**config.mk**
```make
export PLATFORM = sky130hd
export DESIGN_NAME = line_buf_reader_flat
export DESIGN_NICKNAME = d
export VERILOG_FILES = /design/src/rtl/line_buf_reader_if.sv /design/src/rtl/line_buf_reader.sv /design/src/flat_wrapper.sv
export SDC_FILE = /design/constraint.sdc
export NUM_CORES = 1
export LEC_CHECK = 0
export BUFFER_PORTS_ARGS = -buffer_cell sky130_fd_sc_hd__buf_2
export CAP_MARGIN = 20
export CELL_PAD_IN_SITES_DETAIL_PLACEMENT = 1
export CELL_PAD_IN_SITES_GLOBAL_PLACEMENT = 1
export CORE_MARGIN = 2
export CORE_UTILIZATION = 35
export CTS_BUF_LIST = sky130_fd_sc_hd__clkbuf_8
export DETAILED_ROUTE_END_ITERATION = 10
export PLACE_DENSITY = 0.68
export RECOVER_POWER = 25
export SYNTH_ARGS = -nofsm -noshare
export SYNTH_HDL_FRONTEND = slang
export SYNTH_SLANG_ARGS = --single-unit
export TNS_END_PERCENT = 5
```
**constraint.sdc**
```tcl
create_clock -name rclk_i -period 4.6 [get_ports rclk_i]
set_input_delay 0.23 -clock rclk_i [delete_from_list [all_inputs] [get_ports rclk_i]]
set_output_delay 0.23 -clock rclk_i [all_outputs]
set_load 0.005 [all_outputs]
```
**src/rtl/line_buf_reader_if.sv**
```systemverilog
// Pixel stream from the line buffer reader to the display interface.
interface line_buf_reader_if #(
  parameter int unsigned DATA_WIDTH = 16
);
  logic [DATA_WIDTH-1:0] pix_data;
  logic                  pix_valid;
  logic                  pix_ready;
  logic                  pix_sol;
  logic                  pix_eol;

  // Reader side: drives the pixel and its qualifiers, sees backpressure.
  modport master (
    output pix_data,
    output pix_valid,
    output pix_sol,
    output pix_eol,
    input  pix_ready
  );

  // Display side: consumes pixels, drives backpressure.
  modport slave (
    input  pix_data,
    input  pix_valid,
    input  pix_sol,
    input  pix_eol,
    output pix_ready
  );
endinterface

```
**src/rtl/line_buf_reader.sv**
```systemverilog
// Read-side sequencer for the pixel line buffer ring: takes one credit per
// written line, issues buffer reads, converts the 1-cycle read latency into a
// valid/ready pixel stream through a 2-entry output FIFO, and hands each line
// slot back to the writer once its last pixel has been accepted.
module line_buf_reader #(
  parameter int unsigned ADDR_WIDTH  = 12,
  parameter int unsigned DATA_WIDTH  = 16,
  parameter int unsigned LINE_PIXELS = 240,
  parameter int unsigned NUM_LINES   = 8
) (
  input  logic                  rclk_i,
  input  logic                  rst_i,
  input  logic                  line_ready_i,
  output logic                  read_en_o,
  output logic [ADDR_WIDTH-1:0] raddr_o,
  input  logic [DATA_WIDTH-1:0] rdata_i,
  line_buf_reader_if.master     pix_if,
  output logic                  line_done_o,
  output logic [3:0]            lines_avail_o,
  output logic                  overflow_o
);

  localparam int unsigned CNT_W = (LINE_PIXELS > 1) ? $clog2(LINE_PIXELS) : 1;
  localparam int unsigned IDX_W = (NUM_LINES > 1) ? $clog2(NUM_LINES) : 1;

  localparam logic [1:0] ST_IDLE  = 2'd0;
  localparam logic [1:0] ST_READ  = 2'd1;
  localparam logic [1:0] ST_DRAIN = 2'd2;

  // Sequencer state
  logic [1:0]            state_q, state_d;
  logic [3:0]            lines_avail_q, lines_avail_d;
  logic                  overflow_q, overflow_d;
  logic [IDX_W-1:0]      line_idx_q, line_idx_d;
  logic [ADDR_WIDTH-1:0] base_q, base_d;
  logic [CNT_W-1:0]      pix_cnt_q, pix_cnt_d;
  logic [ADDR_WIDTH-1:0] raddr_q, raddr_d;
  logic                  line_done_q, line_done_d;

  // Read pipeline: data of a read issued last cycle is on rdata_i now
  logic                  rvalid_q, rvalid_d;
  logic                  rsol_q, rsol_d;
  logic                  reol_q, reol_d;

  // Output FIFO, entry 0 is the head and drives the pixel outputs
  logic [1:0]                 occ_q, occ_d;
  logic                       valid_q, valid_d;
  logic [1:0][DATA_WIDTH-1:0] ent_data_q, ent_data_d;
  logic [1:0]                 ent_sol_q, ent_sol_d;
  logic [1:0]                 ent_eol_q, ent_eol_d;

  logic pop_c;
  logic issue_ok_c;
  logic read_en_c;
  logic start_c;

  // Handshake and the FIFO space check, counting the read still in flight
  assign pop_c      = valid_q & pix_if.pix_ready;
  assign issue_ok_c = (3'(occ_q) + 3'(rvalid_q)) < (3'd2 + 3'(pop_c));

  // Next-state logic: FSM, address generation, ring position and credits
  always_comb begin
    state_d       = state_q;
    lines_avail_d = lines_avail_q;
    overflow_d    = overflow_q;
    line_idx_d    = line_idx_q;
    base_d        = base_q;
    pix_cnt_d     = pix_cnt_q;
    raddr_d       = raddr_q;
    line_done_d   = 1'b0;
    read_en_c     = 1'b0;
    start_c       = 1'b0;

    case (state_q)
      ST_IDLE: begin
        if (lines_avail_q != 4'd0) begin
          state_d   = ST_READ;
          start_c   = 1'b1;
          pix_cnt_d = '0;
          raddr_d   = base_q;
        end
      end
      ST_READ: begin
        if (issue_ok_c) begin
          read_en_c = 1'b1;
          if (pix_cnt_q == CNT_W'(LINE_PIXELS - 1)) begin
            state_d = ST_DRAIN;
          end else begin
            pix_cnt_d = pix_cnt_q + CNT_W'(1);
            raddr_d   = raddr_q + ADDR_WIDTH'(1);
          end
        end
      end
      ST_DRAIN: begin
        if (pop_c && ent_eol_q[0]) begin
          state_d     = ST_IDLE;
          line_done_d = 1'b1;
          if (line_idx_q == IDX_W'(NUM_LINES - 1)) begin
            line_idx_d = '0;
            base_d     = '0;
          end else begin
            line_idx_d = line_idx_q + IDX_W'(1);
            base_d     = base_q + ADDR_WIDTH'(LINE_PIXELS);
          end
        end
      end
      default: begin
        state_d = ST_IDLE;
      end
    endcase

    // A credit arriving when the ring is already full is dropped and flagged
    case ({line_ready_i, start_c})
      2'b10: begin
        if (lines_avail_q == 4'(NUM_LINES)) begin
          overflow_d = 1'b1;
        end else begin
          lines_avail_d = lines_avail_q + 4'd1;
        end
      end
      2'b01: begin
        lines_avail_d = lines_avail_q - 4'd1;
      end
      default: begin
      end
    endcase
  end

  // Next-state logic: read pipeline flags and the 2-entry output FIFO
  always_comb begin
    rvalid_d   = read_en_c;
    rsol_d     = (pix_cnt_q == '0);
    reol_d     = (pix_cnt_q == CNT_W'(LINE_PIXELS - 1));
    occ_d      = occ_q;
    ent_data_d = ent_data_q;
    ent_sol_d  = ent_sol_q;
    ent_eol_d  = ent_eol_q;

    case (occ_q)
      2'd0: begin
        if (rvalid_q) begin
          ent_data_d[0] = rdata_i;
          ent_sol_d[0]  = rsol_q;
          ent_eol_d[0]  = reol_q;
          occ_d         = 2'd1;
        end
      end
      2'd1: begin
        if (rvalid_q && pop_c) begin
          ent_data_d[0] = rdata_i;
          ent_sol_d[0]  = rsol_q;
          ent_eol_d[0]  = reol_q;
        end else if (rvalid_q) begin
          ent_data_d[1] = rdata_i;
          ent_sol_d[1]  = rsol_q;
          ent_eol_d[1]  = reol_q;
          occ_d         = 2'd2;
        end else if (pop_c) begin
          occ_d = 2'd0;
        end
      end
      2'd2: begin
        if (pop_c) begin
          ent_data_d[0] = ent_data_q[1];
          ent_sol_d[0]  = ent_sol_q[1];
          ent_eol_d[0]  = ent_eol_q[1];
          if (rvalid_q) begin
            ent_data_d[1] = rdata_i;
            ent_sol_d[1]  = rsol_q;
            ent_eol_d[1]  = reol_q;
          end else begin
            occ_d = 2'd1;
          end
        end
      end
      default: begin
        occ_d = 2'd0;
      end
    endcase

    valid_d = (occ_d != 2'd0);
  end

  // State registers; reset also drops any read still in flight
  always_ff @(posedge rclk_i) begin
    if (rst_i) begin
      state_q       <= ST_IDLE;
      lines_avail_q <= 4'd0;
      overflow_q    <= 1'b0;
      line_idx_q    <= '0;
      base_q        <= '0;
      pix_cnt_q     <= '0;
      raddr_q       <= '0;
      line_done_q   <= 1'b0;
      rvalid_q      <= 1'b0;
      rsol_q        <= 1'b0;
      reol_q        <= 1'b0;
      occ_q         <= 2'd0;
      valid_q       <= 1'b0;
      ent_data_q    <= '0;
      ent_sol_q     <= 2'b00;
      ent_eol_q     <= 2'b00;
    end else begin
      state_q       <= state_d;
      lines_avail_q <= lines_avail_d;
      overflow_q    <= overflow_d;
      line_idx_q    <= line_idx_d;
      base_q        <= base_d;
      pix_cnt_q     <= pix_cnt_d;
      raddr_q       <= raddr_d;
      line_done_q   <= line_done_d;
      rvalid_q      <= rvalid_d;
      rsol_q        <= rsol_d;
      reol_q        <= reol_d;
      occ_q         <= occ_d;
      valid_q       <= valid_d;
      ent_data_q    <= ent_data_d;
      ent_sol_q     <= ent_sol_d;
      ent_eol_q     <= ent_eol_d;
    end
  end

  // The read strobe depends on this cycle's pop so that a full line streams
  // without bubbles through only two FIFO entries.
  assign read_en_o        = read_en_c;
  assign raddr_o          = raddr_q;
  assign line_done_o      = line_done_q;
  assign lines_avail_o    = lines_avail_q;
  assign overflow_o       = overflow_q;
  assign pix_if.pix_data  = ent_data_q[0];
  assign pix_if.pix_sol   = ent_sol_q[0];
  assign pix_if.pix_eol   = ent_eol_q[0];
  assign pix_if.pix_valid = valid_q;

endmodule

```
**src/flat_wrapper.sv**
```systemverilog
// flat-port wrapper written by rule: the top's interface ports become plain ports
module line_buf_reader_flat 
#(
  parameter int unsigned ADDR_WIDTH  = 12,
  parameter int unsigned DATA_WIDTH  = 16,
  parameter int unsigned LINE_PIXELS = 240,
  parameter int unsigned NUM_LINES   = 8
)
  (rclk_i, rst_i, line_ready_i, read_en_o, raddr_o, rdata_i, line_done_o, lines_avail_o, overflow_o, pix_if_pix_data, pix_if_pix_valid, pix_if_pix_sol, pix_if_pix_eol, pix_if_pix_ready);
  line_buf_reader_if #(.DATA_WIDTH(DATA_WIDTH)) pix_if_i ();
  input  logic rclk_i;
  input  logic rst_i;
  input  logic line_ready_i;
  output logic read_en_o;
  output logic [ADDR_WIDTH-1:0] raddr_o;
  input  logic [DATA_WIDTH-1:0] rdata_i;
  output logic line_done_o;
  output logic [3:0] lines_avail_o;
  output logic overflow_o;
  output wire logic [$bits(pix_if_i.pix_data)-1:0] pix_if_pix_data;
  output wire logic [$bits(pix_if_i.pix_valid)-1:0] pix_if_pix_valid;
  output wire logic [$bits(pix_if_i.pix_sol)-1:0] pix_if_pix_sol;
  output wire logic [$bits(pix_if_i.pix_eol)-1:0] pix_if_pix_eol;
  input wire logic [$bits(pix_if_i.pix_ready)-1:0] pix_if_pix_ready;
  assign pix_if_pix_data = pix_if_i.pix_data;
  assign pix_if_pix_valid = pix_if_i.pix_valid;
  assign pix_if_pix_sol = pix_if_i.pix_sol;
  assign pix_if_pix_eol = pix_if_i.pix_eol;
  assign pix_if_i.pix_ready = pix_if_pix_ready;
  line_buf_reader #(.ADDR_WIDTH(ADDR_WIDTH), .DATA_WIDTH(DATA_WIDTH), .LINE_PIXELS(LINE_PIXELS), .NUM_LINES(NUM_LINES)) u_core (.rclk_i(rclk_i), .rst_i(rst_i), .line_ready_i(line_ready_i), .read_en_o(read_en_o), .raddr_o(raddr_o), .rdata_i(rdata_i), .pix_if(pix_if_i), .line_done_o(line_done_o), .lines_avail_o(lines_avail_o), .overflow_o(overflow_o));
endmodule
```
### Yosys cells after proc, flatten, opt, wreduce, memory -nomap -nowiden

Cells that the tools add are included.

* bits in registers: 85
* bits of input ports: 20
* output and inout bits: 38
* logic and storage cells: 118

* add/subtract/negate cells: 8
* order comparisons: 1
* eq/ne operators: 19
* multiplexer cells: 50
* bitwise gates (word level): 2
* reduce and logical (&&, ||, !) cells: 19

Operators with widths (number)
* 2-to-1 mux 16 bit: 4
* 2-to-1 mux 12 bit: 4
* case mux 16 bit (3 select lines): 1
* 2-to-1 mux 32 bit: 1
* case mux 16 bit (2 select lines): 1
* 2-to-1 mux 2 bit: 12
* 2-to-1 mux 8 bit: 3
* case mux 12 bit (2 select lines): 1
* case mux 8 bit (2 select lines): 1
* inequality test 2 x 1 -> 1 bit (second input constant): 7
* 2-to-1 mux 1 bit: 13
* adder 12 x 1 -> 12 bit (second input constant): 1
* adder 12 x 8 -> 12 bit (second input constant): 1
* case mux 2 bit (3 select lines): 2
* AND reduction 4 bit: 3
* adder 8 x 1 -> 8 bit (second input constant): 1
* == test 8 bit (second input constant): 1
* zero test 8 bit: 1
* case mux 4 bit (2 select lines): 1
* nonzero test 2 bit: 4
* == test 2 x 1 -> 1 bit (second input constant): 3
* == test 2 bit (second input constant): 3
* inequality test 2 bit (second input constant): 3
* case mux 1 bit (3 select lines): 2
* 20 further kinds: 25

### Longest topological paths before layout

* depth after elaboration: 6
* mapped depth: 9

### Least setup slack after synthesis

OpenSTA, ideal clock, no wires.

* path kind: reg-to-reg
* start: reg u_core.occ_q[0]
* end: reg u_core.raddr_q[3] (netlist: u_core.raddr_o[3])
* library setup time: 72 ps
* arrival: 1988 ps
* data required time: 4528 ps
* setup slack: 2540 ps
* stages on the path, launching flop included: 8
* path through: dfxtp_1 > inv_1 > ha_1 > and3b_1 > o211a_1 > a21oi_4 > or4_1 > a21oi_1

* cells in the longest elaborated chain, start to end: 4

Ends and longest elaborated chain
* start: declaration: line line_buf_reader.sv:46 `logic [1:0] occ_q, occ_d;`
* start signal: assignment: line line_buf_reader.sv:198 `occ_q <= 2'd0;`
* start signal: assignment: line line_buf_reader.sv:215 `occ_q <= occ_d;`
* adder 2 x 1 -> 3 bit: line line_buf_reader.sv:59 `assign issue_ok_c = (3'(occ_q) + 3'(rvalid_q)) < (3'd2 + 3'(pop_c));`
* less-than comparator 3 bit: line line_buf_reader.sv:59
* inequality test 2 x 1 -> 1 bit (no line)
* AND reduction 4 bit (no line)
* end signal: assignment: line line_buf_reader.sv:210 `raddr_q <= raddr_d;`
* end: declaration: line line_buf_reader.sv:37 `logic [ADDR_WIDTH-1:0] raddr_q, raddr_d;`

No other way between the ends.
A chain may end at the register's enable or synchronous reset.

### Worst setup path after layout

* start: reg u_core.state_q[0]
* end: reg u_core.raddr_q[9] (netlist: u_core.raddr_o[9])

* cells in the longest elaborated chain, start to end: 3
* elaborated cells on any way between the ends: 8
* classes of those cells: eq/ne: 4; mux: 1; reduce/logical: 3

Ends and longest elaborated chain
* start: declaration: line line_buf_reader.sv:31 `logic [1:0] state_q, state_d;`
* start signal: assignment: line line_buf_reader.sv:204 `state_q <= state_d;`
* == test 2 x 1 -> 1 bit / zero test 2 bit (equally long branches): line line_buf_reader.sv:74 `case (state_q)`
* inequality test 2 bit (no line) (tied with other cells)
* AND reduction 4 bit (no line)

Parallel ways exist; a longest one is shown, timed or not.

==> results.json <==
{
  "synth_edf_count": 0,
  "synth_area_per_cell_um2": 8.88,
  "synthCells": 449,
  "die_w_um": 111,
  "crit_path_end_kind": "flip-flop",
  "clk_latency_ns": 0.37,
  "vias_per_cell": 5.38,
  "initial_core_util_pct": 36.3,
  "grt_pass1_wl_um": 17000,
  "n_antenna_cell": 0,
  "nets": 510,
  "tritoncts": "yes",
  "status": "complete, no violations",
  "drc": 0,
  "hold_class": "input port to flip-flop",
  "hold_violations": 0,
  "path_clk_slew_ns": 0.09,
  "cts_hold_buf": 0,
  "drv_slew": 0,
  "overflow": 0,
  "first_iter_violations": 121,
  "crit_slowest_cell": "dfxtp_1",
  "numPortBuffers": 57,
  "area_growth_syn_to_layout_pct": 10.9,
  "pwr-share-clk_pct": 21.2,
  "firstDrtPassIters": 4,
  "ir_drop_v": 0.000180,
  "holdWs_ns": 0.113,
  "finish.utilization_pct": 40.2,
  "ant_nets": 0,
  "synth_ff_type": "dfxtp_1",
  "critPathKind": "flip-flop to flip-flop",
  "place_congestion": 0.828,
  "start_kind": "flip-flop",
  "cp_data_required_time_ns": 4.83,
  "cts_setup_buffers": 0,
  "fillers": 1314,
  "p_seq_share_pct": 42.0,
  "cp_max_fo": 20,
  "synth_area_um2": 3990,
  "min_period_over_period_pct": 54.8,
  "fmax_mhz": 397,
  "rsz0062_at_grt": "false",
  "rows": 38,
  "clock_skew_ns": 0.0110,
  "cts_resized": 0,
  "synth-seq-cells": 81,
  "ios": 58,
  "leakagePower_uw": 0.00192,
  "ctsHtreeMaxLevel": 3,
  "ys_seq_area_share_pct": 40.7,
  "synthArstFlopShare_pct": 0,
  "cp_cell_sequence": "nor2b_1, nand3_1, o32a_1, o311ai_0, o41ai_1",
  "drive_gt1_share_pct": 16.9,
  "antenna_found_initial": 0,
  "cts_made_buffers": 9,
  "num_vias": 3357,
  "switching_share_pct": 40.1,
  "postLayoutSetupSlackWorst_ns": 2.08,
  "period_needed_ns": 2.52,
  "post_drt_wl_per_cell_um": 15.9,
  "cp_top_family": "compound AO/OA/AOI/OAI gates",
  "max_slew_margin_pct": 29.9,
  "dp_hpwl_um": 6970,
  "slowest_delay_ns": 0.75,
  "syn-num-nets": 480,
  "fin_tns_setup_ns": 0,
  "drt-total-wl_um": 9940,
  "setup_viol": 0,
  "cts_root_buf": "clkbuf_8",
  "critPathBufInv": 0,
  "cts.path.max_buffers": 2,
  "synth.distinct_cells": 57,
  "cap_violations": 0,
  "critPathArrivalTime_ns": 2.75,
  "switchingPower_uw": 918,
  "grt_pass1_vias": 3299,
  "grt_max_degree": 48,
  "dieArea_um2": 12300,
  "cts_sinks": 81,
  "combPwrFrac_pct": 36.8,
  "coreArea_um2": 11000,
  "synth_warnings": 0,
  "grt_usage_pct": 16.8,
  "cell_internal_pwr_uw": 1370,
  "tightest_slew_ns": 1.04,
  "die-height_um": 111,
  "pre_cts_ws_ns": 2.13,
  "powerDensity_nw_per_um2": 518
}
[layout make-up]
class	instances	area, µm²	area share [%]
Clock inverter	7	56.3	1.27
Sequential cell	81	1620	36.7
Inverter	16	60.1	1.36
Tap cell	140	175	3.96
Multi-Input combinational cell	310	2070	46.9
Timing Repair Buffer	61	308	6.97
Clock buffer	9	124	2.80
[per-layer routing]
metal	track usage (%)	share of wire [%]	vias up	wire length [µm]
li1	-	-	1653	-
met1	22.6	49	1627	4890
met2	26.7	46	64	4590
met3	3.06	3.1	13	306
met4	6.42	1.6	0	159
met5	0	0	-	0
[sequential cells by signal, summed over array words and instances (netlist names), 2 cells and up]
| register | flops |
|---|---|
| u_core.ent_sol_q | 2 |
| u_core.ent_data_q | 16 |
| u_core.pix_if.pix_data | 16 |
| u_core.raddr_o | 12 |
| u_core.ent_eol_q | 2 |
| u_core.occ_q | 2 |
| u_core.pix_cnt_q | 8 |
| u_core.lines_avail_o | 4 |
| u_core.state_q | 2 |
| u_core.base_q | 8 |
| u_core.line_idx_q | 3 |
[cells in the mapped netlist, drive strengths merged (6+ instances only)]
library cell   n  area, µm²
clkbuf        15       56.3
dfxtp         81       1620
nand3          9       50.1
nand4          9       56.3
o31ai          6       45.0
o21ai         13       65.1
a21oi         24        143
mux2i         37        370
inv           15       56.3
xnor2         11       96.3
nand2         19       71.3
nor3           8       40.0
buf           27        178
nor2          72        270
ha            11        138
a211oi        26        200
[per-stage QoR]
stage          power, µW  area [µm²]  std cells
2_1_floorplan       1620        3990        449
3_3_place_gp        1790        4250        608
3_5_place_dp        1830        4250        608
4_1_cts             2330        4430        624
5_1_grt             2470        4420        624
6_report            2290        4420        624
[cells by family after synthesis]
family | count (synthesis) | share of synthesized area [%]
buf+inv | 58 | 7.38
simple gates | 151 | 18.4
compound gates | 97 | 17.6
flops | 81 | 40.7
mux | 39 | 9.86
xor+xnor | 12 | 2.64
fa+ha+maj | 11 | 3.45
[cells in the final DEF (no fill, tap or decap), types with 3 or more instances in the layout]
cell type   instances
nor3_1              8
o31ai_1             6
buf_2              51
o32a_1              3
mux2i_1            37
a211oi_1           25
inv_1              15
and4_1              3
clkinvlp_4          4
nand3_1             8
or4_1               5
nor2_1             72
nand2_1            19
o311ai_0            3
xnor2_1            11
o21ai_1             3
nand4_1             9
o41ai_1             3
or3_1               5
nand2b_1            4
nor4_1              3
and3_1              4
a21oi_1            22
buf_4               4
ha_1               11
clkbuf_1            6
dfxtp_1            81
clkbuf_8            9
o21ai_0             9
[power by group through the flow]
stage	Combinational, µW	Sequential (µW)	Clock [µW]
floorplan	694	925	0
global placement	828	965	0
detailed placement	850	976	0
CTS	855	961	510
global route	947	986	538
finish	842	961	486
[worst paths after layout]
path,startpoint,end,slack [ns],depth (start not counted)
min,rdata_i[14],u_core.ent_data_q[30],0.11,3
min reg2reg,u_core.line_idx_q[2],u_core.line_idx_q[2],0.47,2
max reg2reg,u_core.state_q[0],u_core.raddr_o[9],2.08,5
max,u_core.state_q[0],u_core.raddr_o[9],2.08,5
[tightest hold or removal path, delay by kind of cell]
kind | cells | cell delay [ns]
buf+inv | 1 | 0.09
mux | 1 | 0.06
simple gates | 1 | 0.07
Power figures use the tool's default switching activity.
